File: config.mk
export PLATFORM = sky130hd
export DESIGN_NAME = iter_add_seq
export DESIGN_NICKNAME = d
export VERILOG_FILES = /design/src/rtl/iter_add_seq.sv
export SDC_FILE = /design/constraint.sdc
export NUM_CORES = 1
export LEC_CHECK = 0
export CORE_MARGIN = 2
export CORE_UTILIZATION = 50
export CTS_CLUSTER_SIZE = 20
export DETAILED_ROUTE_END_ITERATION = 8
export PLACE_DENSITY = 0.81
export SLEW_MARGIN = 25
export SYNTH_ARGS = -nofsm -noshare
export SYNTH_HDL_FRONTEND = slang
export SYNTH_SLANG_ARGS = --single-unit
File: constraint.sdc
create_clock -name clk -period 1.8 [get_ports clk]
set_clock_uncertainty 0.1 [all_clocks]
set_input_delay 0.18 -clock clk [delete_from_list [all_inputs] [get_ports clk]]
set_output_delay 0.18 -clock clk [all_outputs]
set_load 0.01 [all_outputs]
File: src/rtl/iter_add_seq.sv
// Multi-cycle adder that iterates a single half-add stage until no carry remains.
// Result is a + b + cin, with carry-out, signed overflow and the number of steps used.
module iter_add_seq #(
  parameter  int WIDTH  = 32,
  localparam int ITER_W = $clog2(WIDTH + 2)
) (
  input  logic              clk,
  input  logic              rst_n,
  input  logic              clear,
  input  logic              in_valid,
  output logic              in_ready,
  input  logic [WIDTH-1:0]  a,
  input  logic [WIDTH-1:0]  b,
  input  logic              cin,
  output logic              out_valid,
  input  logic              out_ready,
  output logic [WIDTH-1:0]  result,
  output logic              cout,
  output logic              overflow,
  output logic [ITER_W-1:0] iter_count,
  output logic              busy
);

  typedef enum logic [1:0] {IDLE, RUN, DONE} state_t;

  state_t              state, state_next;
  logic [WIDTH-1:0]    x, x_next, y, y_next;
  logic [WIDTH-1:0]    ab, xy;
  logic                sa, sa_next, sb, sb_next;
  logic                cout_r, cout_next, ovf_r, ovf_next;
  logic [ITER_W-1:0]   cnt, cnt_next;

  always_ff @(posedge clk or negedge rst_n) begin
    if (!rst_n) begin
      state  <= IDLE;
      x      <= '0;
      y      <= '0;
      sa     <= 1'b0;
      sb     <= 1'b0;
      cout_r <= 1'b0;
      ovf_r  <= 1'b0;
      cnt    <= '0;
    end else begin
      state  <= state_next;
      x      <= x_next;
      y      <= y_next;
      sa     <= sa_next;
      sb     <= sb_next;
      cout_r <= cout_next;
      ovf_r  <= ovf_next;
      cnt    <= cnt_next;
    end
  end

  // The accept cycle performs the first step straight from the operands, folding cin into bit 0.
  always_comb begin
    state_next = state;
    x_next     = x;
    y_next     = y;
    sa_next    = sa;
    sb_next    = sb;
    cout_next  = cout_r;
    ovf_next   = ovf_r;
    cnt_next   = cnt;
    ab         = a & b;
    xy         = x & y;

    case (state)
      IDLE: begin
        if (in_valid) begin
          x_next     = a ^ b;
          y_next     = {ab[WIDTH-2:0], cin};
          cout_next  = ab[WIDTH-1];
          cnt_next   = ITER_W'(1);
          sa_next    = a[WIDTH-1];
          sb_next    = b[WIDTH-1];
          state_next = (y_next == '0) ? DONE : RUN;
        end
      end
      RUN: begin
        x_next     = x ^ y;
        y_next     = {xy[WIDTH-2:0], 1'b0};
        cout_next  = cout_r | xy[WIDTH-1];
        cnt_next   = cnt + ITER_W'(1);
        state_next = (y_next == '0) ? DONE : RUN;
      end
      DONE: begin
        if (out_ready) state_next = IDLE;
      end
      default: state_next = IDLE;
    endcase

    if (state != DONE && state_next == DONE)
      ovf_next = (sa_next == sb_next) && (x_next[WIDTH-1] != sa_next);

    // Abort wins over everything, including a same-cycle accept.
    if (clear) begin
      state_next = IDLE;
      x_next     = '0;
      y_next     = '0;
      sa_next    = 1'b0;
      sb_next    = 1'b0;
      cout_next  = 1'b0;
      ovf_next   = 1'b0;
      cnt_next   = '0;
    end
  end

  assign in_ready   = (state == IDLE);
  assign busy       = (state == RUN);
  assign out_valid  = (state == DONE);
  assign result     = x;
  assign cout       = cout_r;
  assign overflow   = ovf_r;
  assign iter_count = cnt;

endmodule

==> results.ini, run 1 <==
[synth]
synthDistinctLibCells = 38
syn_area_per_cell_um2 = 9.37
synth_edf_count = 0
synthFlopType = dfrtp_1
synth_warnings = 0
synthCells = 479
ys_ff_latch = 76
yosysSeqAreaShare_pct = 42.4
syn-cell-area_um2 = 4490
synth-async-reset-ratio_pct = 100
synth.net_count = 614

[hold_path]
hp-class = input port to flip-flop

[clock_network]
h-tree-depth = 3
clockBufferDepth = 2
cts_tree = done
path_clk_slew_ns = 0.07
cts-root-buf = clkbuf_8
clk_latency_ns = 0.35
cts_sinks = 76
cts_buffers = 9

[place]
dp_cells = 740
dp_hpwl_um = 9910
place_congestion = 0.891
port_buffers = 112

[final_layout]
final_util_pct = 76.7
nFillCells = 530
final_cell_mix = nand2_1, clkdlybuf4s50_1, buf_4
layout.area.seq_um2 = 1900
layout.nets = 791
fin_cells = 769
drive_above_1_share_pct = 23.6
area_growth_pct = 49.1
final_common_cell = nand2_1
multi_input_area_um2 = 2720
antenna_cells = 0

[grt]
grt_pass1_wl_um = 21900
antenna_found_initial = 0
overflow = 0
use_met2_pct = 46.0
grtUsageMet3_pct = 4.96
top_usage_layer = met2
grt_max_degree = 35
track_usage_pct = 27.9
use_met1_pct = 37.1
grt_pass1_vias = 4555

[detailed_routing]
via_per_inst = 5.89
drt_pass1_iterations = 5
route.vias.total = 4529
avgRoutedWirePerCell_um = 18.1
ant_nets = 0
drc = 0
wl_um = 13900
first_iter_violations = 306

[run_status]
violations = setup timing
status = finished with violations

[sta]
setup_slack_ns = -0.110
tns_ns = -0.117
worst_pin_slew_ns = 0.463
max_freq_mhz = 524
setup_violations = 2
maxSlewHeadroom_pct = 69.1
finalCritPeriodShare_pct = 106
slew_violations = 0
grt_setup_unrepaired = true
hold_viol = 0
min_period_ns = 1.91
worst_hold_slack_ns = 0.197

[die]
dieWidth_um = 98.7
fp-row-count = 34
ios = 113
die-area_um2 = 9750
initial_core_util_pct = 51.4
core-area_um2 = 8720
die_y_um = 98.7

[critical_path]
start_kind = flip-flop
crit_fanout = 2
required_ns = 1.98
worstPathArrival_ns = 2.09
critPathKind = flip-flop to flip-flop
end_kind = flip-flop

[pwr]
irDropWorstVdd_uv = 503
p_leak_nw = 3.17
p_per_area_nw_per_um2 = 860
p_total_w = 0.00575

[job]
cap_viol_max_count = 0

-- logic make-up after synthesis --
| family | Yosys count | share of synthesized area [%] |
|---|---|---|
| buffers and inverters | 32 | 3.26 |
| and+or+nand+nor | 217 | 21.0 |
| adders and majority gates | 65 | 18.1 |
| AOI/OAI and AO/OA | 87 | 14.8 |
| xor gates and xnor gates | 2 | 0.390 |
| DFF | 76 | 42.4 |
-- path summary, 6_finish.rpt --
kind                       depth (start not counted)     startpoint             to  slack, ns
setup / recovery                                   7      result[6]       overflow      -0.11
hold / removal                                     4           b[1]      result[1]       0.20
setup reg to reg                                   7      result[6]       overflow      -0.11
hold reg to reg                                    1  iter_count[2]  iter_count[2]       0.43
max in group asynchronous                          3          rst_n       state[1]       0.82
min in group asynchronous                          2          rst_n      result[6]       0.23
-- cell usage after synthesis, types with 4 or more instances --
library cell  number  area share [%]
a311oi_1          31             6.1
nor3_1             4            0.45
nor4_1            15             2.1
nor2_1            40             3.3
dfrtp_1           76              42
a21oi_1            6            0.67
ha_1              65              18
a22oi_1           32             5.4
clkbuf_1          14             1.2
o21ai_0            8            0.89
nand2_1          137              11
buf_2             12             1.3
-- report_power, final --
group / leakage, nW / internal (W) / switching (W)
Combinational: 2.07 / 0.00120 / 0.00121
Clock: 0.0844 / 0.000537 / 0.000601
Sequential: 1.01 / 0.00199 / 0.000219
Total: 3.17 / 0.00372 / 0.00203
-- timing repair --
action / in CTS / in global routing
buffers inserted: 6 / 7
hold buffers: 1 / 0
hold endpoints to repair: 31 / 0
gates resized for setup: 41 / 30
pin swaps: 25 / 19
endpoints found under the setup margin: 6 / 4
-- stage by stage --
step	instance area, um^2	setup slack [ns]
3_3_place_gp	6150	-0.429
2_1_floorplan	4490	0.0835
5_1_grt	6690	-0.185
3_5_place_dp	6150	-0.525
4_1_cts	6470	-0.134
6_report	6690	-0.110
-- layer usage --
metal | wire length [um] | part of all wire, % | vias up
met4 | 393 | 2.8 | 0
met2 | 6940 | 50 | 221
met3 | 1010 | 7.3 | 37
met5 | 0 | 0 | -
met1 | 5600 | 40 | 2193
li1 | - | - | 2078
-- critical path, cell delays in order, from the launching register on --
cell     delay [ns]
dfrtp_1        0.40
ha_1           0.25
nor4_4         0.25
nand4_1        0.22
nor3_2         0.25
a21oi_2        0.07
a21o_1         0.18
a21oi_2        0.11
-- state kept, by name, indices dropped and copies added, names as in the netlist --
signal / cells
result: 32
y: 32
iter_count: 6
state: 2
cout: 1
overflow: 1
sa: 1
sb: 1
-- final cells by class --
type	instances	area share, %
Timing Repair Buffer	195	26.3
Clock buffer	14	2.28
Multi-Input combinational cell	371	40.6
Tap cell	108	2.02
Clock inverter	2	0.150
Sequential cell	76	28.5
Inverter	3	0.168
Power figures use the tool's default switching activity.
==> inputs of run 2 (changes only) <==
CORE_MARGIN = not set   (was 2)
==> run 2 against run 1 <==
  * Largest cell class unchanged
  * Sequential power about the same
  * Combinational power up 2%
  * The flow still finishes with violations (setup timing)
  * Clock power up 56%
  * Largest power group unchanged
==> results.ini, run 2 (same netlist as run 1, synthesis figures left out) <==
[run_status]
status = finished with violations
violations = setup timing

[detailed_routing]
route.vias.total = 4695
ant_nets = 0
first_iter_violations = 484
drc = 0
drt_pass1_iterations = 5
avgRoutedWirePerCell_um = 19.2
via_per_inst = 6.17
wl_um = 14600

[critical_path]
critPathMaxStageDelay_ns = 0.40
start_kind = flip-flop
crit_fanout = 2
crit_top_cell = buf_4
critPathKind = flip-flop to flip-flop
worstPathArrival_ns = 2.15
cp_cell_sequence = ha_1, nor4_2, nand4_1, nor3_2, buf_4, buf_4, o21ba_1
required_ns = 1.98
end_kind = flip-flop
cp_slowest_cell = dfrtp_1

[pwr]
p_leak_nw = 3.19
p_per_area_nw_per_um2 = 963
irDropWorstVdd_uv = 576

[clock_network]
cts_buffers = 9
cts_sinks = 76
path_clk_slew_ns = 0.08
cts_tree = done
clockBufferDepth = 2
h-tree-depth = 3
cts-root-buf = clkbuf_8
clk_latency_ns = 0.35

[final_layout]
design_area_um2 = 6680
layout.nets = 784
antenna_cells = 0
area_growth_pct = 48.9
nFillCells = 526
drive_above_1_share_pct = 21.9
final_common_cell = nand2_1
final_cell_mix = nand2_1, clkdlybuf4s50_1, dfrtp_1

[place]
port_buffers = 112
placed_cell_area_um2 = 6100
place_ws_ns = -0.537
dp_hpwl_um = 9470
place_congestion = 0.866

[sta]
setup_slack_ns = -0.167
grt_setup_unrepaired = true
max_freq_mhz = 508
setup_violations = 4
min_period_ns = 1.97
maxSlewHeadroom_pct = 62.2
finalCritPeriodShare_pct = 109
worst_pin_slew_ns = 0.567
hold_viol = 0
slew_violations = 0

[grt]
grt_pass1_vias = 4595
grt_pass1_wl_um = 22700
overflow = 0
grt_max_degree = 49
antenna_found_initial = 0
track_usage_pct = 30.3

[die]
initial_core_util_pct = 51.4
die_y_um = 96.7
die-area_um2 = 9360
ios = 113
dieWidth_um = 96.7
core-area_um2 = 8720
fp-row-count = 34

[hold_path]
hp-class = input port to flip-flop

[job]
cap_viol_max_count = 0

## run 2: area by class of cell
cell class	count	area, um^2	share of cell area [%]
timing repair buffer	188	1740	26.0
inverter	3	11.3	0.169
clock buffer	11	151	2.27
multi-input combinational	371	2620	39.3
tap	108	135	2.02
sequential	76	1900	28.5
clock inverter	4	120	1.80
## run 2: repair_timing
| action | 4_1_cts | 5_1_grt |
|---|---|---|
| buffers inserted | 6 | 7 |
| cloned | 0 | 1 |
| hold buffers | 1 | 0 |
| endpoints found under the setup margin | 6 | 18 |
| endpoints found under the hold margin | 41 | 0 |
| pin swaps | 13 | 10 |
| resized for setup | 27 | 19 |
## run 2: metrics by stage
step | hold WS, ns | instances | utilization (%) | total power (W) | TNS (ns)
3_5_place_dp | 0.102 | 731 | 69.9 | 0.00438 | -2.78
6_report | 0.233 | 761 | 76.6 | 0.00644 | -0.507
3_3_place_gp | 0.102 | 731 | 69.9 | 0.00429 | -1.45
4_1_cts | 0.240 | 753 | 74.6 | 0.00620 | -0.166
2_1_floorplan | -0.216 | 479 | - | 0.00325 | 0
5_1_grt | 0.268 | 761 | 76.6 | 0.00671 | -0.716
## run 2: worst paths after layout
path	start	end	slack (ns)	cells after the start
setup / recovery	y[1]	state[1]	-0.17	7
hold reg to reg	iter_count[3]	iter_count[3]	0.44	1
setup reg to reg	y[1]	state[1]	-0.17	7
max in group asynchronous	rst_n	state[0]	0.73	3
min in group asynchronous	rst_n	result[5]	0.26	2
hold / removal	a[28]	result[28]	0.23	4
## run 2: routing by layer
metal,track usage (%),share of wire [%],vias up
met2,48.9,48,345
li1,-,-,2064
met3,5.06,9.0,95
met1,39.2,37,2191
met4,16.3,5.7,0
met5,0,0,-
## run 2: power by group
part	switching [W]	internal, W	leakage (nW)
combinational	0.00124	0.00120	2.05
sequential	0.000227	0.00199	1.01
clock	0.000647	0.00113	0.136
total	0.00211	0.00432	3.19
## run 2: critical path: cells and delay by family, from the launching register on
kind	cells	cell delay, ns
AOI/OAI and AO/OA	1	0.13
adders and majority gates	1	0.27
DFF	1	0.40
and+or+nand+nor	3	0.75
buffers and inverters	2	0.25
